### config.mk
export PLATFORM = sky130hd
export DESIGN_NAME = exboard_sensor_gen
export DESIGN_NICKNAME = d
export VERILOG_FILES = /design/src/rtl/exboard_pkg.sv /design/src/rtl/exboard_tick_div.sv /design/src/rtl/exboard_sensor_gen.sv
export SDC_FILE = /design/constraint.sdc
export NUM_CORES = 1
export LEC_CHECK = 0
export CAP_MARGIN = 20
export CORE_UTILIZATION = 52
export CTS_CLUSTER_DIAMETER = 120
export CTS_CLUSTER_SIZE = 40
export DETAILED_ROUTE_END_ITERATION = 7
export PLACE_DENSITY = 0.78
export SLEW_MARGIN = 10
export SYNTH_ARGS = -nofsm -noshare
export SYNTH_HDL_FRONTEND = slang
export SYNTH_SLANG_ARGS = --single-unit
export TNS_END_PERCENT = 30
### constraint.sdc
create_clock -name clk -period 4.7 [get_ports clk]
set_input_delay 0.94 -clock clk [delete_from_list [all_inputs] [get_ports clk]]
set_output_delay 0.94 -clock clk [all_outputs]
set_load 0.02 [all_outputs]
### src/rtl/exboard_pkg.sv
// Shared types and widths for the exboard sensor emulator.
package exboard_pkg;

  localparam int unsigned DIV_W  = 8;
  localparam int unsigned SAMP_W = 12;
  localparam int unsigned WCNT_W = 16;
  localparam int unsigned BLEN_W = 8;

  typedef enum logic [1:0] {StIdle, StLoad, StRun} state_e;

  // Window length in ticks is samp+1, which needs one extra bit.
  function automatic logic [SAMP_W:0] win_len(input logic [SAMP_W-1:0] samp);
    return {1'b0, samp} + (SAMP_W+1)'(1);
  endfunction

  function automatic logic [SAMP_W:0] low_eff(input logic [SAMP_W-1:0] low,
                                              input logic [SAMP_W-1:0] samp);
    return ({1'b0, low} > win_len(samp)) ? win_len(samp) : {1'b0, low};
  endfunction

  function automatic logic low_clamped(input logic [SAMP_W-1:0] low,
                                       input logic [SAMP_W-1:0] samp);
    return {1'b0, low} > win_len(samp);
  endfunction

endpackage

### src/rtl/exboard_tick_div.sv
// Clock-enable divider: tick high for one clk every div+1 clks.
module exboard_tick_div
  import exboard_pkg::*;
(
  input  logic             clk,
  input  logic             rst,
  input  logic             clr,
  input  logic [DIV_W-1:0] div,
  output logic             tick
);

  logic [DIV_W-1:0] cnt_q;

  // >= rather than == so a live divisor lowered below the count recovers at once.
  assign tick = (cnt_q >= div);

  always_ff @(posedge clk) begin
    if (rst || clr) begin
      cnt_q <= '0;
    end else if (tick) begin
      cnt_q <= '0;
    end else begin
      cnt_q <= cnt_q + DIV_W'(1);
    end
  end

endmodule

### src/rtl/exboard_sensor_gen.sv
// Emulated deflection/border sensor generator: back-to-back sample windows
// with programmable low times per channel, plus a retriggerable border pulse.
module exboard_sensor_gen
  import exboard_pkg::*;
(
  input  logic              clk,
  input  logic              rst,
  input  logic              enable,
  input  logic [DIV_W-1:0]  div_reg,
  input  logic [SAMP_W-1:0] samp_reg,
  input  logic [SAMP_W-1:0] lowA_reg,
  input  logic [SAMP_W-1:0] lowB_reg,
  input  logic              border_req,
  input  logic [BLEN_W-1:0] border_len,
  output logic              deflectionA_out,
  output logic              deflectionB_out,
  output logic              borderA_out,
  output logic              borderB_out,
  output logic              window_done,
  output logic [WCNT_W-1:0] win_cnt,
  output logic              busy,
  output logic              cfg_clamp
);

  state_e            state_q, state_d;
  logic [DIV_W-1:0]  div_sh_q, div_sh_d;
  logic [SAMP_W-1:0] samp_sh_q, samp_sh_d;
  logic [SAMP_W:0]   lowa_q, lowa_d, lowb_q, lowb_d;
  logic [SAMP_W-1:0] tcnt_q, tcnt_d;
  logic              defl_a_q, defl_a_d, defl_b_q, defl_b_d;
  logic              done_q, end_win;
  logic [WCNT_W-1:0] win_cnt_q;
  logic              busy_q, clamp_q, clamp_d;
  logic [BLEN_W-1:0] bcnt_q, bcnt_d;
  logic              border_q;
  logic              wtick, btick, bstart;
  logic [DIV_W-1:0]  bdiv;

  exboard_tick_div u_win_div (
    .clk  (clk),
    .rst  (rst),
    .clr  (state_q != StRun),
    .div  (div_sh_q),
    .tick (wtick)
  );

  // Border timebase follows the live divider when no window holds a shadow.
  assign bdiv   = (state_q == StRun) ? div_sh_q : div_reg;
  assign bstart = border_req && (border_len != '0);

  exboard_tick_div u_border_div (
    .clk  (clk),
    .rst  (rst),
    .clr  (bstart),
    .div  (bdiv),
    .tick (btick)
  );

  always_comb begin
    state_d   = state_q;
    div_sh_d  = div_sh_q;
    samp_sh_d = samp_sh_q;
    lowa_d    = lowa_q;
    lowb_d    = lowb_q;
    tcnt_d    = tcnt_q;
    clamp_d   = clamp_q;
    end_win   = 1'b0;
    unique case (state_q)
      StIdle: begin
        if (enable) state_d = StLoad;
      end
      StLoad: begin
        state_d   = StRun;
        div_sh_d  = div_reg;
        samp_sh_d = samp_reg;
        lowa_d    = low_eff(lowA_reg, samp_reg);
        lowb_d    = low_eff(lowB_reg, samp_reg);
        clamp_d   = low_clamped(lowA_reg, samp_reg) || low_clamped(lowB_reg, samp_reg);
        tcnt_d    = '0;
      end
      StRun: begin
        if (wtick) begin
          if (tcnt_q == samp_sh_q) begin
            end_win = 1'b1;
            tcnt_d  = '0;
            state_d = enable ? StLoad : StIdle;
          end else begin
            tcnt_d = tcnt_q + SAMP_W'(1);
          end
        end
      end
      default: state_d = StIdle;
    endcase
  end

  // Lines are computed from next-state values so the register matches the
  // coming clk; LOAD holds them so a fully-low channel never glitches high.
  always_comb begin
    defl_a_d = 1'b1;
    defl_b_d = 1'b1;
    if (state_d == StLoad) begin
      defl_a_d = defl_a_q;
      defl_b_d = defl_b_q;
    end else if (state_d == StRun) begin
      defl_a_d = ({1'b0, tcnt_d} >= lowa_d);
      defl_b_d = ({1'b0, tcnt_d} >= lowb_d);
    end
  end

  always_comb begin
    bcnt_d = bcnt_q;
    if (bstart) begin
      bcnt_d = border_len;
    end else if (btick && (bcnt_q != '0)) begin
      bcnt_d = bcnt_q - BLEN_W'(1);
    end
  end

  always_ff @(posedge clk) begin
    if (rst) begin
      state_q   <= StIdle;
      div_sh_q  <= '0;
      samp_sh_q <= '0;
      lowa_q    <= '0;
      lowb_q    <= '0;
      tcnt_q    <= '0;
      defl_a_q  <= 1'b1;
      defl_b_q  <= 1'b1;
      done_q    <= 1'b0;
      win_cnt_q <= '0;
      busy_q    <= 1'b0;
      clamp_q   <= 1'b0;
      bcnt_q    <= '0;
      border_q  <= 1'b0;
    end else begin
      state_q   <= state_d;
      div_sh_q  <= div_sh_d;
      samp_sh_q <= samp_sh_d;
      lowa_q    <= lowa_d;
      lowb_q    <= lowb_d;
      tcnt_q    <= tcnt_d;
      defl_a_q  <= defl_a_d;
      defl_b_q  <= defl_b_d;
      done_q    <= end_win;
      win_cnt_q <= win_cnt_q + WCNT_W'(end_win);
      busy_q    <= (state_d != StIdle);
      clamp_q   <= clamp_d;
      bcnt_q    <= bcnt_d;
      border_q  <= (bcnt_d != '0);
    end
  end

  assign deflectionA_out = defl_a_q;
  assign deflectionB_out = defl_b_q;
  assign borderA_out     = border_q;
  assign borderB_out     = 1'b0;
  assign window_done     = done_q;
  assign win_cnt         = win_cnt_q;
  assign busy            = busy_q;
  assign cfg_clamp       = clamp_q;

endmodule
==> out/results.txt, run 1 <==
Synth Warn # - 0
Hold Slack - 0.481 ns
Yosys cell types - 69
number of synthesized flops with an enable pin - 0
CTS tree - done
vias per inst - 5.61
critical path cell sequence - buf_6, nand4_1, buf_4, nor2_4, xor2_2, inv_1, buf_4, ha_1, and3_4, nand4_1, or3_4, o21ai_4, mux2_4, mux2i_4, ha_1, nand4_1, nor2_1, o21ai_1, nand2_1, o221ai_2, a21oi_2, o31ai_1, a2bb2oi_1
Post-synth top cells - 126 x nor2_1, 106 x dfxtp_1, 71 x ha_1
Clock Latency Late Sink - 0.34 ns
largest cells by area after synthesis - dfxtp_1 31%, ha_1 13%, nor2_1 6.9%
synthesized area per cell - 9.16 um2
RSZ-0062 raised after global routing - true
post-DR wirelength/cell - 16.9 um
count of input and output buffers - 77
multi-input logic area - 0.00470 mm2
sw power - 0.804 mW
die height - 117 um
CORE AREA - 0.0128 mm2
clk root buf - clkbuf_16
Switching Fraction - 0.310
initial antenna violation count - 0
vias in the first global route - 5,899
Starting Density - 0.541
Finish-stage setup viols - 0
Comb pwr share - 0.316
Max IR drop VDD - 159 uV
CP startpoint kind - primary input
drt drc - 0
Max clock buf depth - 2
sequential fraction of the synthesis area - 0.307
final setup skew - 0.0102 ns
FF+latch count, synth - 106
syn nets - 881
Synth Cell Area - 0.00690 mm2
ant diodes - 0
Worst Tran Pin Value - 0.804 ns
met3 usage - 0.0489
largest net degree at the start of global routing - 46
Area growth, synth to finish - 28.9%
Die Wd - 117 um
Critical Path RT - 4.91 ns
Initial DRC Count - 436
Final Cycle Share - 0.993
Clock power frac - 0.303
async set or reset register ratio after synthesis - 0
HPWL after DPL - 13,100 um
Min-Delay Endpoint - lowa_q[12]$_SDFF_PP0_
FMAX - 214 MHz
Cells after Synth - 754
GR peak layer - met2
Crit path top cell by count - nand4_1
CTS Hold Bufs - 0
Routed WL - 18,200 um
H-tree levels - 3
Max-Cap Viols - 0
Top Family by Delay on Critical Path - simple AND/OR/NAND/NOR gates
cell internal pwr - 1.79 mW
Final Util - 0.697
Clock transition at path regs - 0.07 ns
slowest stage delay, CP - 0.36 ns
final net count - 1,025
Worst Hold Class - register to register
Yosys top cell area share - 0.307
Reg2Reg Depth - 17
GR Util All Layers - 0.271
first drt pass iteration count - 5
RD Place Congestion - 0.952
Hold Crit Start - lowa_q[12]$_SDFF_PP0_
critical path's slowest cell - or3_4
TritonCTS Sinks - 106
met2 Usage GRT - 0.455
share of cells above drive strength 1 - 0.212
buffer and inverter count on the worst path - 4
status - completed
gr ovfl total - 0
Final Cell Area - 0.00890 mm2
cell accounting for the most synthesized area - dfxtp_1
via count - 6,031
Antenna Nets Post-Route - 0
Hold Crit Depth - 1
grt met1 use - 0.335
Fill cells - 924
min Tclk post-route - 4.67 ns
crit end category - register
Reg area - 0.00212 mm2
Slew Viols, Final - 0
ys flop type - dfxtp_1
DIE AREA - 0.0137 mm2
cts bufs inserted - 9
FF-to-FF End - deflectionA_out$_SDFFE_PP1P_
first-pass GRT wire length - 28,600 um
P per Cell Area - 291 mW/mm2
WS Path Type - primary input to register
Reg2Reg Setup Slack - 0.60 ns
LEAKAGE - 3.85 nW
Tot Pwr - 2.59 mW
top-count cell post-synth - nor2_1
max_slew headroom - 0.464
I/O pins - 79
Fin. Hold Viols - 0
r2r startpoint - u_win_div.cnt_q[0]$_SDFF_PP0_
CP Data Arrival Time - 4.88 ns
placed cell areas - 0.00829 mm2
Sequential Power Share - 0.381
Rows - 41
CP Max Fanout - 7
power groups by stage:
stage | registers [mW] | logic, mW | clock network (mW)
2_1_floorplan | 1.01 | 0.488 | 0
3_3_place_gp | 1.01 | 0.719 | 0
3_5_place_dp | 1.01 | 0.744 | 0
4_1_cts | 0.988 | 0.785 | 0.798
5_1_grt | 0.994 | 0.884 | 0.831
6_report | 0.988 | 0.820 | 0.786
state kept, by name, summed over array words and instances (netlist names):
signal and count:
lowa_q 13, div_sh_q 8, window_done 1, bcnt_q 8
cfg_clamp 1, u_border_div.cnt_q 8, lowb_q 13, state_q 2
tcnt_q 12, deflectionB_out 1, samp_sh_q 12, busy 1
borderA_out 1, u_win_div.cnt_q 8, deflectionA_out 1, win_cnt 16
per-stage QoR:
stage	std cells	setup slack (ns)	TNS, ns
2_1_floorplan	754	0.00545	0
3_3_place_gp	1046	-0.537	-1.07
3_5_place_dp	1046	-0.699	-1.35
4_1_cts	1072	0.000651	0
5_1_grt	1075	-0.112	-0.140
6_report	1075	0.0343	0
metal layers:
layer  up-vias  routed length [um]
met3        51                1120
met5         -                   0
met1      2835                7970
met2       231                8530
li1       2914                   -
met4         0                 584
layout by cell type (no fill, tap or decap), types with 4 or more instances in the layout:
cell type / count
nor2_1: 124
dfxtp_1: 106
buf_4: 80
ha_1: 65
clkdlybuf4s50_1: 65
xor2_1: 44
mux2i_1: 42
inv_1: 41
nand3_1: 29
a21oi_1: 23
nand2_1: 22
o21ai_0: 16
mux2_4: 14
nand4_1: 13
and3_1: 12
xnor2_1: 12
mux2i_4: 12
a21o_1: 10
clkbuf_16: 9
nor2b_1: 8
mux2_2: 8
nor3_1: 7
or3_1: 7
nor4_1: 6
ha_4: 6
nand2b_1: 5
o21a_1: 5
o211ai_1: 5
buf_6: 5
clkbuf_2: 5
nand3b_1: 4
a21oi_2: 4
how the worst max path moves through the flow:
stage,from,to,slack [ns],depth (start not counted)
after floorplan,samp_reg[2],deflectionA_out$_SDFFE_PP1P_,0.005,22
after detailed placement,samp_reg[0],deflectionA_out$_SDFFE_PP1P_,-0.70,22
after global routing,samp_reg[3],deflectionA_out$_SDFFE_PP1P_,-0.11,23
after global placement,samp_reg[0],deflectionA_out$_SDFFE_PP1P_,-0.54,22
final,samp_reg[0],deflectionA_out$_SDFFE_PP1P_,0.03,23
after CTS,samp_reg[1],deflectionA_out$_SDFFE_PP1P_,0.0007,22
cell families after synthesis:
family,after synthesis,synth area share
buffers and inverters,72,0.0439
and+or+nand+nor,265,0.189
muxes,77,0.144
adders and majority gates,71,0.129
other,1,0.000543
xor gates and xnor gates,66,0.0919
DFF,106,0.307
AOI/OAI and AO/OA,96,0.0946
what timing repair did:
item	in CTS	in global routing
endpoints found under the hold margin	0	0
setup endpoints to repair	2	2
pin swaps	24	18
resized for setup	38	37
buffers inserted	10	3
cell type report:
type,count,area share
clock buffer,9,0.0253
clock inverter,7,0.0110
inverter,45,0.0194
sequential,106,0.238
timing repair buffer,160,0.154
tap,172,0.0242
multi-input combinational,576,0.528
(Power assumes the default switching activity.)
==> run 2: changes to the inputs <==
CAP_MARGIN = 30   (was 20)
==> results of run 2 <==
Final layout, timing and power as in run 1 (identical DEF).
==> patch (flow settings as in run 1) <==
Encoding of `state_e`: now one-hot (3 bits for 3 states).
--- a/src/rtl/exboard_pkg.sv
+++ b/src/rtl/exboard_pkg.sv
@@ -7,5 +7,5 @@
   localparam int unsigned BLEN_W = 8;
 
-  typedef enum logic [1:0] {StIdle, StLoad, StRun} state_e;
+  typedef enum logic [2:0] {StIdle = 3'b001, StLoad = 3'b010, StRun = 3'b100} state_e;
 
   // Window length in ticks is samp+1, which needs one extra bit.
Check against the original RTL: no difference found for any inputs over 4 cycles, from zero or initial values and one cycle with rst high; so few cycles prove little.
==> patch against run 1 <==
Power down 19%. Largest power group unchanged. Worst setup slack improved by 8.8 ps. Sequential cell count is 1 higher. Cell area up 1.1%. Clock skew down 3.3 ps. Wire length increased by 5.5%. Synthesized area rose by 0.91%. Critical endpoint is now deflectionB_out. Synthesized cell count rose by 14%. First-iteration DRC count rose by 20%.
==> patch: results (changes against run 1) <==
crit-path max FO 6 (was 7); CP startpoint samp_reg[5] (was samp_reg[0]); layout cell share with drive strength beyond 1 15.9% (was 21.2%); status completed (unchanged); DR WL met3 1040 um (was 1120 um); met3 usage 3.59% (was 4.89%); number of global-route vias before repair 6349 (was 5899); Post-DP HPWL 14200 um (was 13100 um); clk_skew 6.84 ps (was 10.2 ps); Leak Pwr 0.00364 uW (was 0.00385 uW); Slew Limit Headroom 45.8% (was 46.4%); Synth area leaders dfxtp_1, ha_1, nand2_1 (was dfxtp_1, ha_1, nor2_1); clock latency on the worst-skew pair 360 ps (was 340 ps); crit path DAT 4910 ps (was 4880 ps); nets 1128 (was 1025); met2 usage 45.2% (was 45.5%); post-DR vias/cell 5.79 (was 5.61); M1 WL 8890 um (was 7970 um); GRT Total Usage 27.4% (was 27.1%); CP max stage cell or4b_4 (was or3_4); drt pass-1 iters 6 (was 5); total length of routed met2 wires 8970 um (was 8530 um); setup slack, reg-to-reg 390 ps (was 600 ps); Max VDD drop 0.000224 V (was 0.000159 V); largest net degree at the start of global routing 47 (was 46); Largest stage delay, worst path 530 ps (was 360 ps); worst hold stages 2 (was 1); initial DRC count 524 (was 436); Hold EP lowb_q[6] (was lowa_q[12]); Power Internal 1500 uW (was 1790 uW); syn_nets 981 (was 881); Worst Reg2Reg Path Length in Cells 19 (was 17); Hold Path Origin lowb_q[6] (was lowa_q[12])
-- patch: cell types whose count changed in the layout (fill, tap and decap cells not counted), moves of 12 or more --
cell and delta:
a21oi_1 +32, a31oi_1 +21, and2_1 +16, and3_1 +15
inv_1 -19, mux2_4 -13, mux2i_1 -18, mux2i_4 -12
nand2_1 +93, nor2_1 -50, xor2_1 -19
-- patch: layout make-up --
cell class,instances,area (um2)
clock inverters,7,52.6
well taps,172,215
repair buffers,175,1530
multi-input cells,690,4750
clock buffers,9,225
inverters,22,82.6
flip-flops and latches,107,2140
fillers,998,3830
-- patch: kinds of logic after synthesis --
family,synth area share [%]
adders and majority gates,12.2
buffers and inverters,3.59
AOI/OAI and AO/OA,15.7
DFF,30.7
other,0.0538
and+or+nand+nor,26.7
muxes,4.13
xor gates and xnor gates,6.90
-- patch: metrics by stage --
stage / setup slack (ps) / util [%] / area [um2] / hold WS (ps) / cells
after global placement: -940 / 65.9 / 8460 / 438 / 1156
after floorplan: -7.44 / - / 6980 / 431 / 858
after global routing: -123 / 70.2 / 9000 / 487 / 1182
after CTS: 0.0413 / 69.3 / 8880 / 459 / 1178
final: 43.1 / 70.2 / 9000 / 457 / 1182
after detailed placement: -1090 / 65.9 / 8460 / 448 / 1156
-- patch: what timing repair did --
action                                 in CTS  in global routing
setup endpoints to repair                   2                  2
cloned                                      1                  0
setup buffers                               5                  4
endpoints found under the hold margin       0                  0
resized for setup                          37                 46
pin swaps                                  10                 19
-- patch: power groups by stage --
stage	logic (uW)	clock network [uW]	registers [uW]
global placement	379	0	957
global route	461	776	938
finish	425	727	936
CTS	405	734	936
detailed placement	385	0	957
floorplan	212	0	955
